### config.mk
export PLATFORM = sky130hd
export DESIGN_NAME = irq_collect4_flat
export DESIGN_NICKNAME = d
export VERILOG_FILES = /design/src/rtl/irq_collect4_pkg.sv /design/src/rtl/irq_collect4_if.sv /design/src/rtl/irq_collect4_prio_enc4.sv /design/src/rtl/irq_collect4.sv /design/src/flat_wrapper.sv
export SDC_FILE = /design/constraint.sdc
export NUM_CORES = 1
export LEC_CHECK = 0
export BUFFER_PORTS_ARGS = -buffer_cell sky130_fd_sc_hd__buf_2
export CORE_MARGIN = 10
export CORE_UTILIZATION = 46
export DETAILED_ROUTE_END_ITERATION = 8
export PLACE_DENSITY = 0.71
export SETUP_SLACK_MARGIN = 0.3
export SLEW_MARGIN = 20
export SYNTH_ARGS = -nofsm -noshare
export SYNTH_HDL_FRONTEND = slang
export SYNTH_SLANG_ARGS = --single-unit
### constraint.sdc
create_clock -name clk -period 1.5 [get_ports clk]
set_input_delay 0.075 -clock clk [delete_from_list [all_inputs] [get_ports clk]]
set_output_delay 0.075 -clock clk [all_outputs]
set_load 0.05 [all_outputs]
### src/rtl/irq_collect4_pkg.sv
// rtl/irq_collect4_pkg.sv - shared constants for the four-source request collector
package irq_collect4_pkg;

  localparam int NSRC  = 4;
  localparam int IDX_W = 2;

  localparam logic [0:0] ST_IDLE  = 1'b0;
  localparam logic [0:0] ST_SERVE = 1'b1;

endpackage

### src/rtl/irq_collect4_if.sv
// rtl/irq_collect4_if.sv - valid/ready index handshake between collector and encoder stage
interface irq_collect4_if;
  import irq_collect4_pkg::*;

  logic             out_valid;
  logic             out_ready;
  logic [IDX_W-1:0] out_idx;

  modport master (output out_valid, output out_idx, input out_ready);
  modport slave  (input out_valid, input out_idx, output out_ready);

endinterface

### src/rtl/irq_collect4_prio_enc4.sv
// rtl/irq_collect4_prio_enc4.sv - 4-bit to 2-bit lowest-index-first priority encoder
module prio_enc4
  import irq_collect4_pkg::*;
(
  input  logic [NSRC-1:0]  p,
  output logic [IDX_W-1:0] idx
);

  // Bit 0 wins; an all-zero input encodes to 0 and is never presented downstream.
  always_comb begin
    idx = 2'd0;
    if (p[0])      idx = 2'd0;
    else if (p[1]) idx = 2'd1;
    else if (p[2]) idx = 2'd2;
    else if (p[3]) idx = 2'd3;
  end

endmodule

### src/rtl/irq_collect4.sv
// rtl/irq_collect4.sv - sticky request collector with prioritized valid/ready index output
module irq_collect4
  import irq_collect4_pkg::*;
#(
  parameter int OVF_W = 8
) (
  input  logic               clk,
  input  logic               rst,
  input  logic [NSRC-1:0]    req,
  irq_collect4_if.master     bus,
  output logic [NSRC-1:0]    pending,
  output logic [OVF_W-1:0]   ovf_cnt
);

  logic [0:0]       state;
  logic [IDX_W-1:0] idx_q;
  logic             hs;
  logic [NSRC-1:0]  clr;
  logic [NSRC-1:0]  rem;
  logic             loss;
  logic [IDX_W-1:0] prio_pend;
  logic [IDX_W-1:0] prio_rem;

  assign bus.out_valid = (state == ST_SERVE);
  assign bus.out_idx   = idx_q;

  assign hs   = bus.out_valid & bus.out_ready;
  assign clr  = hs ? (NSRC'(1) << bus.out_idx) : '0;
  assign rem  = pending & ~clr;
  // A request on a bit that stays pending (not being cleared this cycle) is lost.
  assign loss = |(req & pending & ~clr);

  prio_enc4 u_prio_pend (.p(pending), .idx(prio_pend));
  prio_enc4 u_prio_rem  (.p(rem),     .idx(prio_rem));

  // Sticky request bits: a new request beats the clear of the served bit.
  always_ff @(posedge clk) begin
    if (rst) pending <= '0;
    else     pending <= rem | req;
  end

  // Selection FSM: index frozen while stalled, re-selected from the remainder on handshake.
  always_ff @(posedge clk) begin
    if (rst) begin
      state <= ST_IDLE;
      idx_q <= '0;
    end else begin
      case (state)
        ST_IDLE: begin
          if (|pending) begin
            idx_q <= prio_pend;
            state <= ST_SERVE;
          end
        end
        ST_SERVE: begin
          if (hs) begin
            if (|rem) idx_q <= prio_rem;
            else      state <= ST_IDLE;
          end
        end
        default: state <= ST_IDLE;
      endcase
    end
  end

  // One count per lossy cycle, held at all-ones instead of wrapping.
  always_ff @(posedge clk) begin
    if (rst)                                       ovf_cnt <= '0;
    else if (loss && (ovf_cnt != {OVF_W{1'b1}}))   ovf_cnt <= ovf_cnt + OVF_W'(1);
  end

endmodule

### src/flat_wrapper.sv
// flat-port wrapper written by rule: the top's interface ports become plain ports
module irq_collect4_flat import irq_collect4_pkg::*;
#(
  parameter int OVF_W = 8
)
  (clk, rst, req, pending, ovf_cnt, bus_out_valid, bus_out_idx, bus_out_ready);
  irq_collect4_if bus_i ();
  input  logic clk;
  input  logic rst;
  input  logic [NSRC-1:0] req;
  output logic [NSRC-1:0] pending;
  output logic [OVF_W-1:0] ovf_cnt;
  output wire logic [$bits(bus_i.out_valid)-1:0] bus_out_valid;
  output wire logic [$bits(bus_i.out_idx)-1:0] bus_out_idx;
  input wire logic [$bits(bus_i.out_ready)-1:0] bus_out_ready;
  assign bus_out_valid = bus_i.out_valid;
  assign bus_out_idx = bus_i.out_idx;
  assign bus_i.out_ready = bus_out_ready;
  irq_collect4 #(.OVF_W(OVF_W)) u_core (.clk(clk), .rst(rst), .req(req), .bus(bus_i), .pending(pending), .ovf_cnt(ovf_cnt));
endmodule
# Word level (Yosys, flattened, before mapping)
# Index checks and enable logic that the tools add are counted.
[word_totals]
reg_bits = 15
in_bits = 7
output_inout_bits = 15
word_cells = 39
[classes]
addsub = 1
n_eq_ne = 4
shifts = 1
n_mux = 17
bitwise_logic = 7
n_reduce_logical = 5
[ops]
columns = ["operator", "n"]
rows = [
  ["two-way mux 2 bit", 11],
  ["bitwise AND 4 bit", 3],
  ["OR reduction 4 bit", 3],
  ["adder 8 x 1 -> 8 bit, second input constant", 1],
  ["!= test 8 bit, second input constant", 1],
  ["two-way mux 4 bit", 1],
  ["!= test 2 bit, second input constant", 2],
  ["inverter 4 bit", 1],
  ["OR 4 bit", 1],
  ["case mux 2 bit (2 select lines)", 1],
  ["left shift 1 x 2 -> 4 bit, first input constant", 1],
  ["two-way mux 1 bit", 3],
  ["AND reduction 3 bit", 1],
  ["!= test 2 x 1 -> 1 bit, second input constant", 1],
  ["case mux 1 bit (2 select lines)", 1],
  ["bitwise AND 1 bit", 1],
  ["logical AND 1 bit", 1],
  ["inverter 1 bit", 1],
]

# Longest topological paths before layout
[logic_depth]
depth_word = 11
depth_mapped = 6
mapped_depth_nobuf = 6

# Modules after synthesis
# From an unflattened synthesis, not the netlist that was laid out.
[hier_totals]
cells_unflattened = 101
area_unflattened_um2 = 858.3
[by_module_without_submodules]
columns = ["mod", "n_inst", "cells_per_inst", "area_per_inst_um2", "seq_area_each_um2"]
rows = [
  ["irq_collect4", 1, 91, 803.3, 300.3],
  ["prio_enc4", 2, 5, 27.5, 0.0],
]

# Least setup slack after synthesis
# No wires, ideal clock.
[synth_path]
path_kind = "register to register"
from = "reg u_core.idx_q[0], in the netlist u_core.bus.out_idx[0]"
to = "reg u_core.ovf_cnt[7]"
setup_time_ns = 0.070
arrival_ns = 1.906
t_required_ns = 1.430
setup_slack_ns = -0.476
stages_incl_launch_ff = 7
period_less_slack_ns = 1.976
path_cell_list = "dfxtp_1 -> buf_6 -> and4b_4 -> o22ai_4 -> o21ai_4 -> or4_1 -> a21oi_1"
[synth_via]
elab_chain_cells = 6
[synth_rtl]
columns = ["item", "line", "text"]
rows = [
  ["start: declaration", "irq_collect4.sv:16", "logic [IDX_W-1:0] idx_q;"],
  ["start signal: assignment", "irq_collect4.sv:51", "idx_q <= prio_pend;"],
  ["start signal: assignment", "irq_collect4.sv:57", "if (|rem) idx_q <= prio_rem;"],
  ["left shift 1 x 2 -> 4 bit", "irq_collect4.sv:28", "assign clr = hs ? (NSRC'(1) << bus.out_idx) : '0;"],
  ["two-way mux 4 bit", "irq_collect4.sv:28", ""],
  ["inverter 4 bit", "irq_collect4.sv:31", "assign loss = |(req & pending & ~clr);"],
  ["bitwise AND 4 bit", "irq_collect4.sv:31", ""],
  ["OR reduction 4 bit", "irq_collect4.sv:31", ""],
  ["logical AND 1 bit", "irq_collect4.sv:69", "else if (loss && (ovf_cnt != {OVF_W{1'b1}})) ovf_cnt <= ovf_cnt + OVF_W'(1);"],
  ["end signal: assignment", "irq_collect4.sv:69", ""],
  ["end: declaration", "irq_collect4.sv:12", "output logic [OVF_W-1:0] ovf_cnt"],
]
# No other way between the ends.
# A chain may end at the register's enable or synchronous reset.

# Final worst setup path
[layout_path]
from = "reg u_core.idx_q[1], in the netlist u_core.bus.out_idx[1]"
to = "reg u_core.ovf_cnt[1]"
# The elaborated chain is that of the path after synthesis.

==> impl_metrics.xml <==
<?xml version="1.0" encoding="UTF-8"?>
<metrics>
  <group name="finish">
    <metric name="register_area" unit="um2">324</metric>
    <metric name="area_growth_syn_to_layout" unit="%">28.9</metric>
    <metric name="drive_above_1_share" unit="%">45.7</metric>
    <metric name="antenna_cells_inserted" unit="">0</metric>
    <metric name="nets" unit="">138</metric>
    <metric name="multi_input_comb_area" unit="um2">579</metric>
    <metric name="fillCellCount" unit="">150</metric>
  </group>
  <group name="synth">
    <metric name="synth-edff-count" unit="">0</metric>
    <metric name="synth-warning-count" unit="">0</metric>
    <metric name="synth.distinct_cells" unit="">33</metric>
    <metric name="synthesis.area_per_instance" unit="um2">8.91</metric>
    <metric name="netlist_top_cells_count" unit="">sky130_fd_sc_hd__dfxtp_1, sky130_fd_sc_hd__nor2_1, sky130_fd_sc_hd__a21oi_1</metric>
    <metric name="yosys.cell_count.top_type" unit="">sky130_fd_sc_hd__dfxtp_1</metric>
    <metric name="part_of_the_yosys_area_used_for_sequential_elements" unit="%">33.7</metric>
    <metric name="synth_top_area_cell" unit="">sky130_fd_sc_hd__dfxtp_1</metric>
    <metric name="syn_area" unit="um2">891</metric>
    <metric name="netlist_top_cells_area" unit="">sky130_fd_sc_hd__dfxtp_1, sky130_fd_sc_hd__a21oi_1, sky130_fd_sc_hd__nor2_1</metric>
    <metric name="post_synth_inst_count" unit="">100</metric>
    <metric name="ys_async_sr_fraction" unit="%">0</metric>
    <metric name="post-synth-top-area-fraction" unit="%">33.7</metric>
    <metric name="synth_fp_nets" unit="">108</metric>
    <metric name="synth_top_flop_cell" unit="">sky130_fd_sc_hd__dfxtp_1</metric>
    <metric name="yosys_register_bits" unit="">15</metric>
  </group>
  <group name="hold_path">
    <metric name="hold_end" unit="">u_core.pending[3]$_SDFF_PP0_</metric>
    <metric name="worstHoldPathCells" unit="">3</metric>
    <metric name="hp-start" unit="">req[3]</metric>
    <metric name="worst_hold_class" unit="">in2reg</metric>
  </group>
  <group name="floorplan">
    <metric name="die_h" unit="um">64.0</metric>
    <metric name="boundaryPins" unit="">22</metric>
    <metric name="die-area" unit="um2">4100</metric>
    <metric name="starting_density" unit="%">50.0</metric>
    <metric name="placementRows" unit="">15</metric>
    <metric name="chipWidth" unit="um">64.0</metric>
    <metric name="core_area" unit="um2">1780</metric>
  </group>
  <group name="clock_network">
    <metric name="clock_tree.root_cell" unit="">sky130_fd_sc_hd__clkbuf_4</metric>
    <metric name="cts_num_sinks" unit="">15</metric>
    <metric name="clock_pin_slew_on_the_worst_setup_and_hold_paths" unit="ps">90</metric>
    <metric name="cts_made_buffers" unit="">3</metric>
    <metric name="clock_tree.buffer_depth" unit="">2</metric>
    <metric name="tritoncts" unit="">done</metric>
    <metric name="cts.hold.buffers_added" unit="">0</metric>
    <metric name="clk_latency" unit="ps">280</metric>
    <metric name="ctsHtreeMaxLevel" unit="">1</metric>
  </group>
  <group name="power">
    <metric name="worst_ir_drop_vdd" unit="uV">564</metric>
    <metric name="static-leakage-power" unit="nW">0.467</metric>
    <metric name="pwr_density_cell" unit="nW/um2">977</metric>
  </group>
  <group name="timing">
    <metric name="setup_slack" unit="ps">-41.4</metric>
    <metric name="finClkSkew" unit="ps">5.29</metric>
    <metric name="worst_pin_slew" unit="ps">300</metric>
    <metric name="max_freq" unit="GHz">0.649</metric>
    <metric name="post-route-period-util" unit="%">103</metric>
    <metric name="setup-violations-final" unit="">4</metric>
    <metric name="layout_min_cycle_time" unit="ps">1540</metric>
    <metric name="maxSlewHeadroom" unit="%">79.9</metric>
    <metric name="timing.final.hold_violations" unit="">0</metric>
    <metric name="fin_tns_setup" unit="ps">-141</metric>
    <metric name="timing_max_transition_violations_final" unit="">0</metric>
    <metric name="fin_worst_hold_slack" unit="ps">19.6</metric>
    <metric name="setup_repair_after_global_routing_missed_its_margin" unit="">yes</metric>
  </group>
  <group name="placement">
    <metric name="place.gp.congestion" unit="">0.790</metric>
    <metric name="portBuffers" unit="">21</metric>
    <metric name="post-dp-hpwl" unit="mm">1.69</metric>
    <metric name="post-place-ws" unit="ps">-28.1</metric>
  </group>
  <group name="critical_path">
    <metric name="reg2regPathDepth" unit="">5</metric>
    <metric name="reg2reg_setup_slack" unit="ps">-40</metric>
    <metric name="worst_reg2reg_path_startpoint" unit="">u_core.bus.out_idx[1]$_SDFFE_PP0P_</metric>
    <metric name="end_kind" unit="">flop</metric>
    <metric name="ff_to_ff_end" unit="">u_core.ovf_cnt[1]$_SDFFE_PP0P_</metric>
    <metric name="worst-endpoint-required" unit="ps">1670</metric>
    <metric name="start_kind" unit="">flop</metric>
    <metric name="path_class" unit="">reg2reg</metric>
    <metric name="arrival" unit="ps">1710</metric>
    <metric name="critical_path_peak_fanout" unit="">6</metric>
  </group>
  <group name="global_route">
    <metric name="via_count_of_the_first_global_routing_pass" unit="">875</metric>
    <metric name="first_pass_grt_wire_length" unit="mm">3.95</metric>
    <metric name="grt_usage" unit="%">11.6</metric>
    <metric name="largest_net_degree_at_the_start_of_global_routing" unit="">16</metric>
    <metric name="total_global_routing_overflow" unit="">0</metric>
    <metric name="grt_antenna_before_repair" unit="">0</metric>
  </group>
  <group name="run_status">
    <metric name="failing_checks" unit="">negative setup slack</metric>
    <metric name="run_status" unit="">complete, but fails checks</metric>
  </group>
  <group name="drt">
    <metric name="wire_per_inst" unit="um">15.2</metric>
    <metric name="antenna_violating_nets_post_route" unit="">0</metric>
    <metric name="met1_routed_length" unit="mm">1.01</metric>
    <metric name="met3_routed_length" unit="um">193</metric>
    <metric name="dr.first_iter.drc_count" unit="">53</metric>
    <metric name="drt-total-wl" unit="mm">2.34</metric>
    <metric name="highest-signal-layer" unit="">met4</metric>
    <metric name="firstDrtPassIters" unit="">4</metric>
    <metric name="route.vias.total" unit="">869</metric>
    <metric name="dr_wl_met2" unit="mm">1.06</metric>
    <metric name="drt_drc_violations_left" unit="">0</metric>
    <metric name="avgViaCountPerCell" unit="">5.64</metric>
  </group>
  <group name="job">
    <metric name="cap_violations" unit="">0</metric>
  </group>
</metrics>
[registers in the layout, indices dropped and copies added, names as in the netlist]
| register | count |
|---|---|
| u_core.bus.out_idx | 2 |
| u_core.bus.out_valid | 1 |
| u_core.ovf_cnt | 8 |
| u_core.pending | 4 |
[placed cells by master (no fill, tap or decap), types with 3 or more instances in the layout]
| master | instances |
|---|---|
| sky130_fd_sc_hd__nand3_1 | 5 |
| sky130_fd_sc_hd__nand2_1 | 4 |
| sky130_fd_sc_hd__xor2_1 | 3 |
| sky130_fd_sc_hd__clkbuf_4 | 3 |
| sky130_fd_sc_hd__dfxtp_2 | 7 |
| sky130_fd_sc_hd__dfxtp_1 | 4 |
| sky130_fd_sc_hd__dfxtp_4 | 4 |
| sky130_fd_sc_hd__buf_4 | 7 |
| sky130_fd_sc_hd__buf_2 | 21 |
| sky130_fd_sc_hd__a21oi_1 | 8 |
| sky130_fd_sc_hd__o21a_1 | 3 |
| sky130_fd_sc_hd__inv_1 | 5 |
| sky130_fd_sc_hd__nor2_1 | 11 |
| sky130_fd_sc_hd__o31ai_1 | 3 |
| sky130_fd_sc_hd__o21ai_0 | 3 |
[kinds of logic (layout without fill, tap and decap cells)]
group / Yosys count / after routing / share of synthesized area (%)
adders and majority gates: 1 / 1 / 1.40
xor gates and xnor gates: 3 / 3 / 2.95
AOI/OAI and AO/OA: 33 / 34 / 27.5
muxes: 3 / 3 / 3.37
buffers and inverters: 10 / 38 / 7.30
DFF: 15 / 15 / 33.7
and+or+nand+nor: 35 / 35 / 23.7
[routing by layer]
metal / global-route usage [%] / up-vias
met5: 0 / -
met4: 4.92 / 0
met3: 4.70 / 8
met2: 18.0 / 37
met1: 13.7 / 389
li1: - / 435
[how the worst max path moves through the flow]
stage,start,end
4_1_cts,u_core.bus.out_idx[1]$_SDFFE_PP0P_,u_core.ovf_cnt[1]$_SDFFE_PP0P_
6_report,u_core.bus.out_idx[1]$_SDFFE_PP0P_,u_core.ovf_cnt[1]$_SDFFE_PP0P_
3_5_place_dp,u_core.bus.out_valid$_SDFF_PP0_,u_core.ovf_cnt[1]$_SDFFE_PP0P_
2_1_floorplan,u_core.bus.out_idx[0]$_SDFFE_PP0P_,u_core.ovf_cnt[2]$_SDFFE_PP0P_
3_3_place_gp,u_core.bus.out_idx[1]$_SDFFE_PP0P_,u_core.ovf_cnt[1]$_SDFFE_PP0P_
5_1_grt,u_core.bus.out_idx[1]$_SDFFE_PP0P_,u_core.ovf_cnt[1]$_SDFFE_PP0P_
[layout make-up]
class | instances | area share [%]
multi-input combinational | 76 | 50.4
sequential | 15 | 28.2
timing repair buffer | 29 | 14.7
tap | 25 | 2.72
clock buffer | 4 | 2.29
inverter | 5 | 1.63
[power by group]
part	internal (mW)	leakage, nW	switching [mW]	total [mW]
sequential	0.435	0.128	0.0518	0.487
combinational	0.158	0.324	0.247	0.405
clock	0.103	0.0150	0.128	0.231
total	0.696	0.467	0.426	1.12
[through the flow]
step | area (um2) | utilization (%) | total power [mW] | instances
after floorplan | 918 | - | 0.777 | 100
after global placement | 1050 | 59.1 | 0.844 | 147
after detailed placement | 1050 | 59.1 | 0.854 | 147
after CTS | 1130 | 63.2 | 1.12 | 153
after global routing | 1150 | 64.4 | 1.18 | 154
final | 1150 | 64.4 | 1.12 | 154
[timing repair]
action / CTS / global route
gates cloned: 1 / 0
setup buffers: 1 / 1
pin swaps: 8 / 4
setup endpoints to repair: 11 / 12
gates resized for setup: 7 / 4
[critical path, stage by stage, from the launching register on]
cell and delay [ps]:
sky130_fd_sc_hd__dfxtp_4 370, sky130_fd_sc_hd__nand4b_1 210, sky130_fd_sc_hd__a32o_2 360, sky130_fd_sc_hd__o21ai_4 210
sky130_fd_sc_hd__mux2i_1 230, sky130_fd_sc_hd__nor2_1 60
Note: power is estimated with default switching activity, not from simulation.
